--- src/rtl/serial_add_pkg.sv ---
//------------------------------------------------------------------------------
// serial_add_pkg: shared state encoding and sizing helper for the serial adder.
// Revision: 1.0
//------------------------------------------------------------------------------
`default_nettype none

package serial_add_pkg;

   typedef enum logic [1:0] {
      ST_IDLE = 2'd0,
      ST_RUN  = 2'd1,
      ST_DONE = 2'd2,
      ST_RSVD = 2'd3
   } state_e;

   // One extra bit so the bit counter can always hold WIDTH-1, even at WIDTH=1.
   function automatic int cnt_width(input int width);
      return $clog2(width) + 1;
   endfunction

endpackage

`default_nettype wire

--- src/rtl/serial_add_ctrl_if.sv ---
//------------------------------------------------------------------------------
// serial_add_ctrl_if: operand and result handshake bundle for serial_add_ctrl.
// Revision: 1.0
//------------------------------------------------------------------------------
`default_nettype none

interface serial_add_ctrl_if #(
   parameter int WIDTH = 8
);
   logic             in_valid;
   logic             in_ready;
   logic [WIDTH-1:0] a;
   logic [WIDTH-1:0] b;
   logic             cin;
   logic             out_valid;
   logic             out_ready;
   logic [WIDTH-1:0] sum;
   logic             cout;
   logic             busy;

   modport master (
      output in_valid, a, b, cin, out_ready,
      input  in_ready, out_valid, sum, cout, busy
   );

   modport slave (
      input  in_valid, a, b, cin, out_ready,
      output in_ready, out_valid, sum, cout, busy
   );
endinterface

`default_nettype wire

--- src/rtl/halfadder.sv ---
//------------------------------------------------------------------------------
// halfadder: single-bit half adder.
// Revision: 1.0
//------------------------------------------------------------------------------
`default_nettype none

module halfadder (
   input  wire logic a_i,
   input  wire logic b_i,
   output logic      s_o,
   output logic      c_o
);
   assign s_o = a_i ^ b_i;
   assign c_o = a_i & b_i;
endmodule

`default_nettype wire

--- src/rtl/serial_fa.sv ---
//------------------------------------------------------------------------------
// serial_fa: full adder cell built from two half adders and an OR of carries.
// Revision: 1.0
//------------------------------------------------------------------------------
`default_nettype none

module serial_fa (
   input  wire logic a_i,
   input  wire logic b_i,
   input  wire logic c_i,
   output logic      s_o,
   output logic      c_o
);
   logic s0;
   logic c0;
   logic c1;

   halfadder u_ha0 (.a_i(a_i), .b_i(b_i), .s_o(s0),  .c_o(c0));
   halfadder u_ha1 (.a_i(s0),  .b_i(c_i), .s_o(s_o), .c_o(c1));

   assign c_o = c0 | c1;
endmodule

`default_nettype wire

--- src/rtl/serial_add_ctrl.sv ---
//------------------------------------------------------------------------------
// serial_add_ctrl: bit-serial adder sequencer, LSB first through one FA cell.
// Revision: 1.0
//------------------------------------------------------------------------------
`default_nettype none

module serial_add_ctrl
   import serial_add_pkg::*;
#(
   parameter int WIDTH = 8
) (
   input  wire logic          clk,
   input  wire logic          rst_n,
   serial_add_ctrl_if.slave   bus
);
   localparam int               CNT_W = cnt_width(WIDTH);
   localparam logic [CNT_W-1:0] LAST  = CNT_W'(WIDTH - 1);

   state_e           state_q, state_d;
   logic [WIDTH-1:0] a_sr_q, a_sr_d;
   logic [WIDTH-1:0] b_sr_q, b_sr_d;
   logic [WIDTH-1:0] sum_sr_q, sum_sr_d;
   logic             carry_q, carry_d;
   logic [CNT_W-1:0] count_q, count_d;

   logic             fa_s;
   logic             fa_c;
   logic [WIDTH-1:0] sum_shift;

   serial_fa u_fa (
      .a_i (a_sr_q[0]),
      .b_i (b_sr_q[0]),
      .c_i (carry_q),
      .s_o (fa_s),
      .c_o (fa_c)
   );

   // New sum bit enters at the MSB so bit 0 lands at the LSB after WIDTH edges.
   generate
      if (WIDTH == 1) begin : g_shift_w1
         assign sum_shift = fa_s;
      end else begin : g_shift_wn
         assign sum_shift = {fa_s, sum_sr_q[WIDTH-1:1]};
      end
   endgenerate

   always_comb begin
      state_d       = state_q;
      a_sr_d        = a_sr_q;
      b_sr_d        = b_sr_q;
      sum_sr_d      = sum_sr_q;
      carry_d       = carry_q;
      count_d       = count_q;
      bus.in_ready  = 1'b0;
      bus.out_valid = 1'b0;
      bus.busy      = 1'b0;
      bus.sum       = '0;
      bus.cout      = 1'b0;

      case (state_q)
         ST_RUN: begin
            bus.busy = 1'b1;
            a_sr_d   = a_sr_q >> 1;
            b_sr_d   = b_sr_q >> 1;
            sum_sr_d = sum_shift;
            carry_d  = fa_c;
            if (count_q == LAST) begin
               state_d = ST_DONE;
            end else begin
               count_d = count_q + CNT_W'(1);
            end
         end
         ST_DONE: begin
            bus.busy      = 1'b1;
            bus.out_valid = 1'b1;
            bus.sum       = sum_sr_q;
            bus.cout      = carry_q;
            if (bus.out_ready) begin
               state_d = ST_IDLE;
            end
         end
         default: begin
            // ST_RSVD behaves as IDLE and falls back into it.
            bus.in_ready = 1'b1;
            if (bus.in_valid) begin
               a_sr_d   = bus.a;
               b_sr_d   = bus.b;
               carry_d  = bus.cin;
               sum_sr_d = '0;
               count_d  = '0;
               state_d  = ST_RUN;
            end else begin
               state_d  = ST_IDLE;
            end
         end
      endcase
   end

   always_ff @(posedge clk) begin
      if (!rst_n) begin
         state_q  <= ST_IDLE;
         a_sr_q   <= '0;
         b_sr_q   <= '0;
         sum_sr_q <= '0;
         carry_q  <= 1'b0;
         count_q  <= '0;
      end else begin
         state_q  <= state_d;
         a_sr_q   <= a_sr_d;
         b_sr_q   <= b_sr_d;
         sum_sr_q <= sum_sr_d;
         carry_q  <= carry_d;
         count_q  <= count_d;
      end
   end
endmodule

`default_nettype wire
--- src/flat_wrapper.sv ---
// flat-port wrapper written by rule: the top's interface ports become plain ports
module serial_add_ctrl_flat import serial_add_pkg::*;
#(
   parameter int WIDTH = 8
)
  (clk, rst_n, bus_in_valid, bus_a, bus_b, bus_cin, bus_out_ready, bus_in_ready, bus_out_valid, bus_sum, bus_cout, bus_busy);
  serial_add_ctrl_if #(.WIDTH(WIDTH)) bus_i ();
  input  wire logic clk;
  input  wire logic rst_n;
  input wire logic [$bits(bus_i.in_valid)-1:0] bus_in_valid;
  input wire logic [$bits(bus_i.a)-1:0] bus_a;
  input wire logic [$bits(bus_i.b)-1:0] bus_b;
  input wire logic [$bits(bus_i.cin)-1:0] bus_cin;
  input wire logic [$bits(bus_i.out_ready)-1:0] bus_out_ready;
  output wire logic [$bits(bus_i.in_ready)-1:0] bus_in_ready;
  output wire logic [$bits(bus_i.out_valid)-1:0] bus_out_valid;
  output wire logic [$bits(bus_i.sum)-1:0] bus_sum;
  output wire logic [$bits(bus_i.cout)-1:0] bus_cout;
  output wire logic [$bits(bus_i.busy)-1:0] bus_busy;
  assign bus_i.in_valid = bus_in_valid;
  assign bus_i.a = bus_a;
  assign bus_i.b = bus_b;
  assign bus_i.cin = bus_cin;
  assign bus_i.out_ready = bus_out_ready;
  assign bus_in_ready = bus_i.in_ready;
  assign bus_out_valid = bus_i.out_valid;
  assign bus_sum = bus_i.sum;
  assign bus_cout = bus_i.cout;
  assign bus_busy = bus_i.busy;
  serial_add_ctrl #(.WIDTH(WIDTH)) u_core (.clk(clk), .rst_n(rst_n), .bus(bus_i));
endmodule
--- config.mk ---
export PLATFORM = sky130hd
export DESIGN_NAME = serial_add_ctrl_flat
export DESIGN_NICKNAME = d
export VERILOG_FILES = /design/src/rtl/serial_add_pkg.sv /design/src/rtl/serial_add_ctrl_if.sv /design/src/rtl/halfadder.sv /design/src/rtl/serial_fa.sv /design/src/rtl/serial_add_ctrl.sv /design/src/flat_wrapper.sv
export SDC_FILE = /design/constraint.sdc
export NUM_CORES = 1
export LEC_CHECK = 0
export CORE_UTILIZATION = 45
export DETAILED_ROUTE_END_ITERATION = 6
export DONT_BUFFER_PORTS = 1
export PLACE_DENSITY = 0.71
export SLEW_MARGIN = 20
export SYNTH_ARGS = -nofsm -noshare
export SYNTH_HDL_FRONTEND = slang
export SYNTH_SLANG_ARGS = --single-unit
--- constraint.sdc ---
create_clock -name clk -period 1.4 [get_ports clk]
set_input_delay 0.28 -clock clk [delete_from_list [all_inputs] [get_ports clk]]
set_output_delay 0.28 -clock clk [all_outputs]
set_load 0.05 [all_outputs]
* Word-level counts from Yosys, hierarchy flattened
Cells that the tools add are included.
Operators by class: multiplexer cells 20, equal/unequal tests 6, bitwise logic cells 6, $add $sub $neg 1, reductions and logical operators 5
Operators with widths (number):
- $pmux W8 S2 | 3
- $mux W8 | 4
- $mux W4 | 2
- $pmux W4 S2 | 1
- $mux W1 | 6
- $add A4 B1 Y4 const B | 1
- $eq A4 B3 Y1 const B | 1
- $mux W2 | 2
- $ne A2 B2 Y1 const B | 2
- $pmux W2 S2 | 1
- $reduce_and A2 Y1 | 2
- $reduce_and A3 Y1 | 1
- $and A1 B1 Y1 | 2
- $eq A2 B1 Y1 const B | 1
- $eq A2 B2 Y1 const B | 1
- $ne A2 B1 Y1 const B | 1
- $pmux W1 S2 | 1
- $reduce_bool A2 Y1 | 1
- $reduce_or A2 Y1 | 1
- $xor A1 B1 Y1 | 2
- $not A1 Y1 | 1
- $or A1 B1 Y1 | 1
Storage, ports and cells: register bits after elaboration 31, output and inout bits 12

* Depth between registers and ports, before layout
Gate-level depths: netlist of the first run.
word-level depth 4, mapped depth 7

* Hierarchy
From an unflattened synthesis of the first run, not the netlist that was laid out.
Unflattened totals: cell total of the unflattened synthesis 155, area total of the unflattened synthesis 1575.3 µm²
Modules (own cells, without submodules):
- serial_add_ctrl | cells an instance 152, instances 1, area each 1544.0 µm²
- halfadder | cells an instance 1, instances 2, area each 12.5 µm²
- serial_fa | cells an instance 1, instances 1, area each 6.3 µm²

* Worst setup path before layout of the first run
No wires, ideal clock.
kind register -> output, start point register u_core.state_q[0], end point output port bus_cout, cell stages (with the launch flop) 5, data required time 1.120 ns, arrival 1.654 ns, slack -0.534 ns, buffers on the path 1, cells stage by stage dfxtp_1 > inv_1 > ha_1 > clkbuf_1 > and2_1
Between the ends: word-level cells in the longest chain between the ends 2
Ends and longest elaborated chain:
- start, declared | line serial_add_ctrl.sv:19 | state_e state_q, state_d;
- start signal, assigned | line serial_add_ctrl.sv:108 | state_q <= state_d;
- $eq A2 B2 Y1 | line serial_add_ctrl.sv:60 | case (state_q)
- $mux W1 | line serial_add_ctrl.sv:60
- end, declared | line flat_wrapper.sv:18 | output wire logic [$bits(bus_i.cout)-1:0] bus_cout;
No other way between the ends.

* Worst setup path after layout of the first run
start point register u_core.state_q[0], end point register u_core.a_sr_q[0]
Between the ends: word-level cells in the longest chain between the ends 3, elaborated cells between the ends (all ways) 6, classes of those cells eq/ne (2); mux (1); bitwise (1); reduce/logical (2)
Ends and longest elaborated chain:
- $eq A2 B1 Y1 or $eq A2 B2 Y1 (tied branches) | line serial_add_ctrl.sv:60
- $reduce_bool A2 Y1 (no source line) or $not A1 Y1 (tied branches)
- $reduce_and A2 Y1 (no source line)
- end signal, assigned | line serial_add_ctrl.sv:109 | a_sr_q <= a_sr_d;
- end, declared | line serial_add_ctrl.sv:20 | logic [WIDTH-1:0] a_sr_q, a_sr_d;
Several ways; a longest one is shown, not always the timed one. A chain may end at the register's enable or synchronous reset.

==> flow_metrics.tcl, run 1 <==
set metrics [dict create \
    first_pass_iters 4 \
    synth_top_area_share_pct 41.8 \
    numCtsBuffers 5 \
    end_kind "flip-flop" \
    syn_avg_cell_area_um2 9.17 \
    endpoint "u_core.a_sr_q[0]$_SDFFE_PN0P_" \
    hold_path_class "in2reg" \
    final_nets 204 \
    floorplan.rows 20 \
    cts.sinks 31 \
    p_sw_w 0.000557 \
    die_area_mm2 0.00353 \
    initial_utilization_pct 47.9 \
    synth-seq-area-share_pct 41.8 \
    clk_path_buf_depth 2 \
    p_seq_share_pct 46.0 \
    root_buffer "clkbuf_4" \
    drc 0 \
    clk_pin_slew_worst_paths_ps 100 \
    crit_start "u_core.state_q[0]$_SDFFE_PN0P_" \
    cp_num_cells 7 \
    yosysWarnings 0 \
    io_pins 33 \
    hold_viol_final 0 \
    synth_nets 187 \
    mappedNetlistArea_mm2 0.00149 \
    cp_slowest_cell "dfxtp_2" \
    final_cell_area_mm2 0.00198 \
    r2r_slack_ps -170 \
    crit_family "compound AO/OA/AOI/OAI gates" \
    fin_setup_tns_ps -3370 \
    wire_per_inst_um 16.7 \
    synth-seq-cells 31 \
    yosysUniqueCellTypes 32 \
    antennaDiodeCount 0 \
    crit_fanout 8 \
    h-tree-depth 2 \
    pre_cts_ws_ps -71.7 \
    grt_max_degree 16 \
    p_per_area_mw_per_mm2 1060 \
    drive_gt1_share_pct 35.0 \
    fp.dieH_um 59.5 \
    clock_latency_ps 340 \
    worstReg2RegEnd "u_core.a_sr_q[0]$_SDFFE_PN0P_" \
    drtIter0Drc 32 \
    cts_tree "done" \
    worstPathArrival_ps 1840 \
    antenna_left 0 \
    finalSetupViolations 31 \
    internal_power_w 0.00155 \
    gr-total-overflow 0 \
    fin_skew_ps 8.19 \
    clock.fmax_mhz 635 \
    vias_per_cell 5.58 \
    grt_pass1_vias 1219 \
    combPwrFrac_pct 18.2 \
    synthCells 162 \
    area_delta_synth_final_pct 33.3 \
    relSlewSlack_pct 74.6 \
    antenna_found_initial 0 \
    grt_pass1_wl_um 5310 \
    rsz0062_at_grt "true" \
    place_area_mm2 0.00161 \
    cp_data_required_time_ps 1660 \
    die_w_um 59.5 \
    p_sw_share_pct 26.5 \
    synth_area_leaders "dfxtp_1, mux2i_1, a211oi_1, nor2_1, a22oi_1" \
    maxCapViolCount 0 \
    routed_wl_um 3740 \
    power_leakage_nw 0.771 \
    grt_usage_pct 20.3 \
    vias 1249 \
    cp-start-kind "flip-flop" \
    core_area_mm2 0.00310 \
    regToRegStartpoint "u_core.state_q[0]$_SDFFE_PN0P_" \
    ir_drop_uv 705 \
    slowest_delay_ps 380 \
    fin_crit_sh_pct 112 \
    hold_buffers 0 \
    hpwlAfterDp_um 2050 \
    p_total_w 0.00210 \
    worst_slack_ps -174 \
    worst-slew-pin-transition_ps 378 \
    crit_buf_inv 3 \
    gp_congestion 0.719 \
    path_class "reg2reg" \
    pwr-share-clk_pct 35.8 \
    r2r_cells 7 \
    finalCriticalPeriod_ps 1570 \
    portBuffers 0 \
    status "finished with violations" \
    violations "setup timing" \
    yosys.area.top_type "dfxtp_1" \
    maxSlewViolCount 0 \
    crit_chain "inv_2 -> ha_4 -> buf_4 -> o21ba_4 -> clkbuf_16 -> nor2_1 -> a211oi_1" \
]
[layout make-up]
| cell class | instances | area (µm²) |
|---|---|---|
| tap | 44 | 55.1 |
| clock buffer | 6 | 51.3 |
| timing repair buffer | 20 | 269 |
| inverter | 10 | 37.5 |
| clock inverter | 2 | 35.0 |
| multi-input combinational | 111 | 908 |
| fill | 268 | 1120 |
| sequential | 31 | 623 |
[per-layer routing]
layer | track usage (%) | part of all wire [%] | wire length [µm] | vias up
li1 | - | - | - | 602
met3 | 6.77 | 4.2 | 158 | 6
met5 | 0 | 0 | 0 | -
met2 | 33.9 | 51 | 1910 | 38
met4 | 8.84 | 1.7 | 62 | 0
met1 | 23.6 | 43 | 1610 | 603
[synth_stat cells]
cell type	number
dfxtp_1	31
buf_6	1
inv_1	9
a31oi_1	1
buf_4	5
a32o_1	2
clkinv_1	1
o21a_1	1
o21bai_2	1
nor3b_1	1
a22o_1	2
ha_1	3
clkbuf_1	4
o22ai_1	2
o211a_1	1
buf_2	1
nand3_1	3
and2_1	9
o21ba_4	1
nand2_1	9
nand3b_1	2
a21oi_1	2
o211ai_1	1
nor2b_1	3
nor2_1	24
nand2b_1	1
mux2i_1	16
o32ai_1	1
o21ai_0	1
a22oi_1	8
a211oi_1	14
fa_1	1
[state kept, by name, indices dropped and copies added (netlist names)]
| register | count |
|---|---|
| u_core.b_sr_q | 8 |
| u_core.count_q | 4 |
| u_core.state_q | 2 |
| u_core.sum_sr_q | 8 |
| u_core.a_sr_q | 8 |
| u_core.carry_q | 1 |
[cell usage in the layout, fill, tap and decap left out, types with 2 or more instances in the layout]
cell and instances:
inv_2 2, a211oi_2 8, clkbuf_16 2, clkbuf_4 5, nand3_1 3, buf_12 3
o22ai_1 2, a22oi_2 5, ha_4 2, dfxtp_1 29, a211oi_1 6, a22o_1 2
nor2_1 24, buf_4 8, nand3b_1 2, inv_1 7, a22oi_1 3, dfxtp_2 2
nand2_1 9, and2_4 9, a32o_1 2, mux2i_1 16, buf_6 5
[power by group through the flow]
stage	Combinational, W	Sequential (W)	Clock, W
2_1_floorplan	0.000226	0.000975	0
3_3_place_gp	0.000259	0.000981	0
3_5_place_dp	0.000270	0.000984	0
4_1_cts	0.000326	0.000965	0.000759
5_1_grt	0.000410	0.000974	0.000811
6_report	0.000383	0.000968	0.000753
[cells by family (layout without fill, tap and decap cells)]
| logic type | Yosys count | count (layout) | share of synthesized area, % |
|---|---|---|---|
| flip-flops | 31 | 31 | 41.8 |
| multiplexers | 16 | 16 | 10.8 |
| adder cells (fa/ha/maj) | 4 | 4 | 3.88 |
| AND/OR/NAND/NOR | 52 | 52 | 16.3 |
| buffers and inverters | 21 | 38 | 7.16 |
| AO/OA/AOI/OAI | 38 | 39 | 20.1 |
[what timing repair did]
| action | 4_1_cts | 5_1_grt |
|---|---|---|
| resized for setup | 18 | 16 |
| pin swaps | 4 | 16 |
| cloned | 1 | 4 |
| setup buffers | 6 | 0 |
| setup endpoints to repair | 35 | 39 |
[worst min path at each step]
| stage | to | from | cells after the start | slack (ps) |
|---|---|---|---|---|
| after floorplan | u_core.carry_q$_SDFFE_PN0P_ | u_core.carry_q$_SDFFE_PN0P_ | 2 | 450 |
| after global routing | u_core.state_q[1]$_SDFFE_PN0P_ | rst_n | 1 | 40 |
| final | u_core.state_q[1]$_SDFFE_PN0P_ | rst_n | 1 | 60 |
| after CTS | u_core.state_q[1]$_SDFFE_PN0P_ | rst_n | 1 | 50 |
| after global placement | u_core.state_q[1]$_SDFFE_PN0P_ | rst_n | 1 | 420 |
| after detailed placement | u_core.state_q[1]$_SDFFE_PN0P_ | rst_n | 1 | 420 |
[per-stage QoR]
stage	std cells	utilization, %	hold WS, ps
after floorplan	162	-	445
final	224	63.8	56.5
after global routing	224	63.8	38.3
after global placement	206	52.0	417
after detailed placement	206	52.0	421
after CTS	220	59.4	47.2
Power figures use the tool's default switching activity.
==> run 2: changes to the inputs <==
--- a/config.mk
+++ b/config.mk
@@ -5,7 +5,9 @@
 export SDC_FILE = /design/constraint.sdc
 export NUM_CORES = 1
 export LEC_CHECK = 0
+export CAP_MARGIN = 0
 export CORE_UTILIZATION = 45
+export CTS_CLUSTER_SIZE = 14
 export DETAILED_ROUTE_END_ITERATION = 6
 export DONT_BUFFER_PORTS = 1
 export PLACE_DENSITY = 0.71
==> results of run 2 <==
Same layout as run 1: the final DEF is identical, and so are final timing and power.
==> run 3: changes to the inputs <==
--- a/config.mk
+++ b/config.mk
@@ -6,11 +6,12 @@
 export NUM_CORES = 1
 export LEC_CHECK = 0
 export CAP_MARGIN = 0
-export CORE_UTILIZATION = 45
+export CORE_UTILIZATION = 55
 export CTS_CLUSTER_SIZE = 14
 export DETAILED_ROUTE_END_ITERATION = 6
 export DONT_BUFFER_PORTS = 1
-export PLACE_DENSITY = 0.71
+export HOLD_SLACK_MARGIN = 0.05
+export PLACE_DENSITY = 0.82
 export SLEW_MARGIN = 20
 export SYNTH_ARGS = -nofsm -noshare
 export SYNTH_HDL_FRONTEND = slang
==> constraint.sdc (replaced) <==
create_clock -name clk -period 1.3 [get_ports clk]
set_input_delay 0.26 -clock clk [delete_from_list [all_inputs] [get_ports clk]]
set_output_delay 0.26 -clock clk [all_outputs]
set_load 0.05 [all_outputs]
==> flow_metrics.tcl, run 3 (synthesis results as in run 1) <==
set metrics [dict create \
    multi_input_area_um2 966 \
    worstPathArrival_ps 1240 \
    power_leakage_nw 0.789 \
    fin_crit_sh_pct 115 \
    cp-start-kind "flip-flop" \
    grt_pass1_vias 1188 \
    fin_setup_tns_ps -4520 \
    die_w_um 54.0 \
    top_regs "u_core.a_sr_q: 8 flops, u_core.b_sr_q: 8 flops, u_core.sum_sr_q: 8 flops" \
    cts.sinks 31 \
    area_delta_synth_final_pct 36.4 \
    h-tree-depth 2 \
    end_kind "output port" \
    rsz0062_at_grt "true" \
    hpwlAfterDp_um 2140 \
    root_buffer "clkbuf_4" \
    numCtsBuffers 5 \
    hold_viol_final 0 \
    gr-total-overflow 0 \
    finish.utilization_pct 80.3 \
    final_common_cell "dfxtp_1" \
    antenna_found_initial 0 \
    worst_slack_ps -199 \
    portBuffers 0 \
    relSlewSlack_pct 79.2 \
    grt_pass1_wl_um 5240 \
    final_cell_mix "dfxtp_1, nor2_1, mux2i_1" \
    final_nets 214 \
    pre_cts_ws_ps -58.0 \
    hold_path_class "in2reg" \
    clk_pin_slew_worst_paths_ps 90 \
    p_per_area_mw_per_mm2 1000 \
    crit_fanout 5 \
    finalSetupViolations 42 \
    clock_latency_ps 320 \
    wire_per_inst_um 17.3 \
    antennaDiodeCount 0 \
    drive_gt1_share_pct 46.0 \
    grt_max_degree 16 \
    drtIter0Drc 41 \
    clock.fmax_mhz 667 \
    antenna_left 0 \
    status "finished with violations" \
    seqCellArea_um2 627 \
    worst-slew-pin-transition_ps 311 \
    io_pins 33 \
    fin_skew_ps 2.35 \
    gp_congestion 0.735 \
    die_area_mm2 0.00291 \
    placed_cells 196 \
    fp.dieH_um 54.0 \
    fin_cells 219 \
    floorplan.rows 18 \
    vias 1304 \
    p_total_w 0.00203 \
    core_area_mm2 0.00252 \
    initial_utilization_pct 58.9 \
    violations "setup timing" \
    path_class "reg2out" \
    clk_path_buf_depth 2 \
    fill_cells 143 \
    cp_data_required_time_ps 1040 \
    vias_per_cell 5.95 \
    maxCapViolCount 0 \
    ir_drop_uv 1140 \
    grt_usage_pct 26.0 \
    first_pass_iters 4 \
    routed_wl_um 3790 \
    drc 0 \
    maxSlewViolCount 0 \
    cts_tree "done" \
    finalCriticalPeriod_ps 1500 \
]
-- run 3: metrics by stage --
step	hold slack [ps]	area, µm²
3_5_place_dp	391	1630
2_1_floorplan	420	1540
3_3_place_gp	390	1630
6_report	82.5	2030
5_1_grt	89.0	2030
4_1_cts	64.4	1900
-- run 3: area by class of cell --
class	count	share of cell area (%)
Clock buffer	6	2.53
Inverter	10	1.85
Multi-Input combinational cell	111	47.7
Sequential cell	31	30.9
Timing Repair Buffer	30	14.9
Tap cell	30	1.85
Clock inverter	1	0.247
-- run 3: final timing paths --
path / start / slack, ps / end / depth (start not counted)
min: rst_n / 80 / u_core.state_q[0]$_SDFFE_PN0P_ / 2
min reg2reg: u_core.a_sr_q[6]$_SDFFE_PN0P_ / 500 / u_core.a_sr_q[6]$_SDFFE_PN0P_ / 2
max: u_core.state_q[0]$_SDFFE_PN0P_ / -200 / bus_cout / 4
max reg2reg: u_core.state_q[0]$_SDFFE_PN0P_ / -200 / u_core.b_sr_q[5]$_SDFFE_PN0P_ / 8
-- run 3: timing repair --
action,4_1_cts,5_1_grt
hold endpoints to repair,1,0
setup buffers,11,4
endpoints found under the setup margin,33,43
resized for setup,17,43
gates cloned,4,1
pin swaps,8,23
hold buffers,1,0
-- run 3: power breakdown --
group	internal, W	leakage (nW)	switching, W
clock network	0.000250	0.0341	0.000308
logic	0.000213	0.499	0.000216
registers	0.00101	0.256	0.0000399
-- run 3: worst max-delay path, stage by stage (launching register included) --
cell and delay (ps):
dfxtp_2 340, inv_2 60, ha_4 170, buf_6 130, and2_4 230
-- run 3: per-layer routing --
| metal | wire (µm) | vias up | global-route usage, % |
|---|---|---|---|
| li1 | - | 629 | - |
| met1 | 1600 | 618 | 29.5 |
| met2 | 1910 | 49 | 42.8 |
| met3 | 221 | 8 | 7.34 |
| met4 | 57 | 0 | 15.8 |
| met5 | 0 | - | 0 |
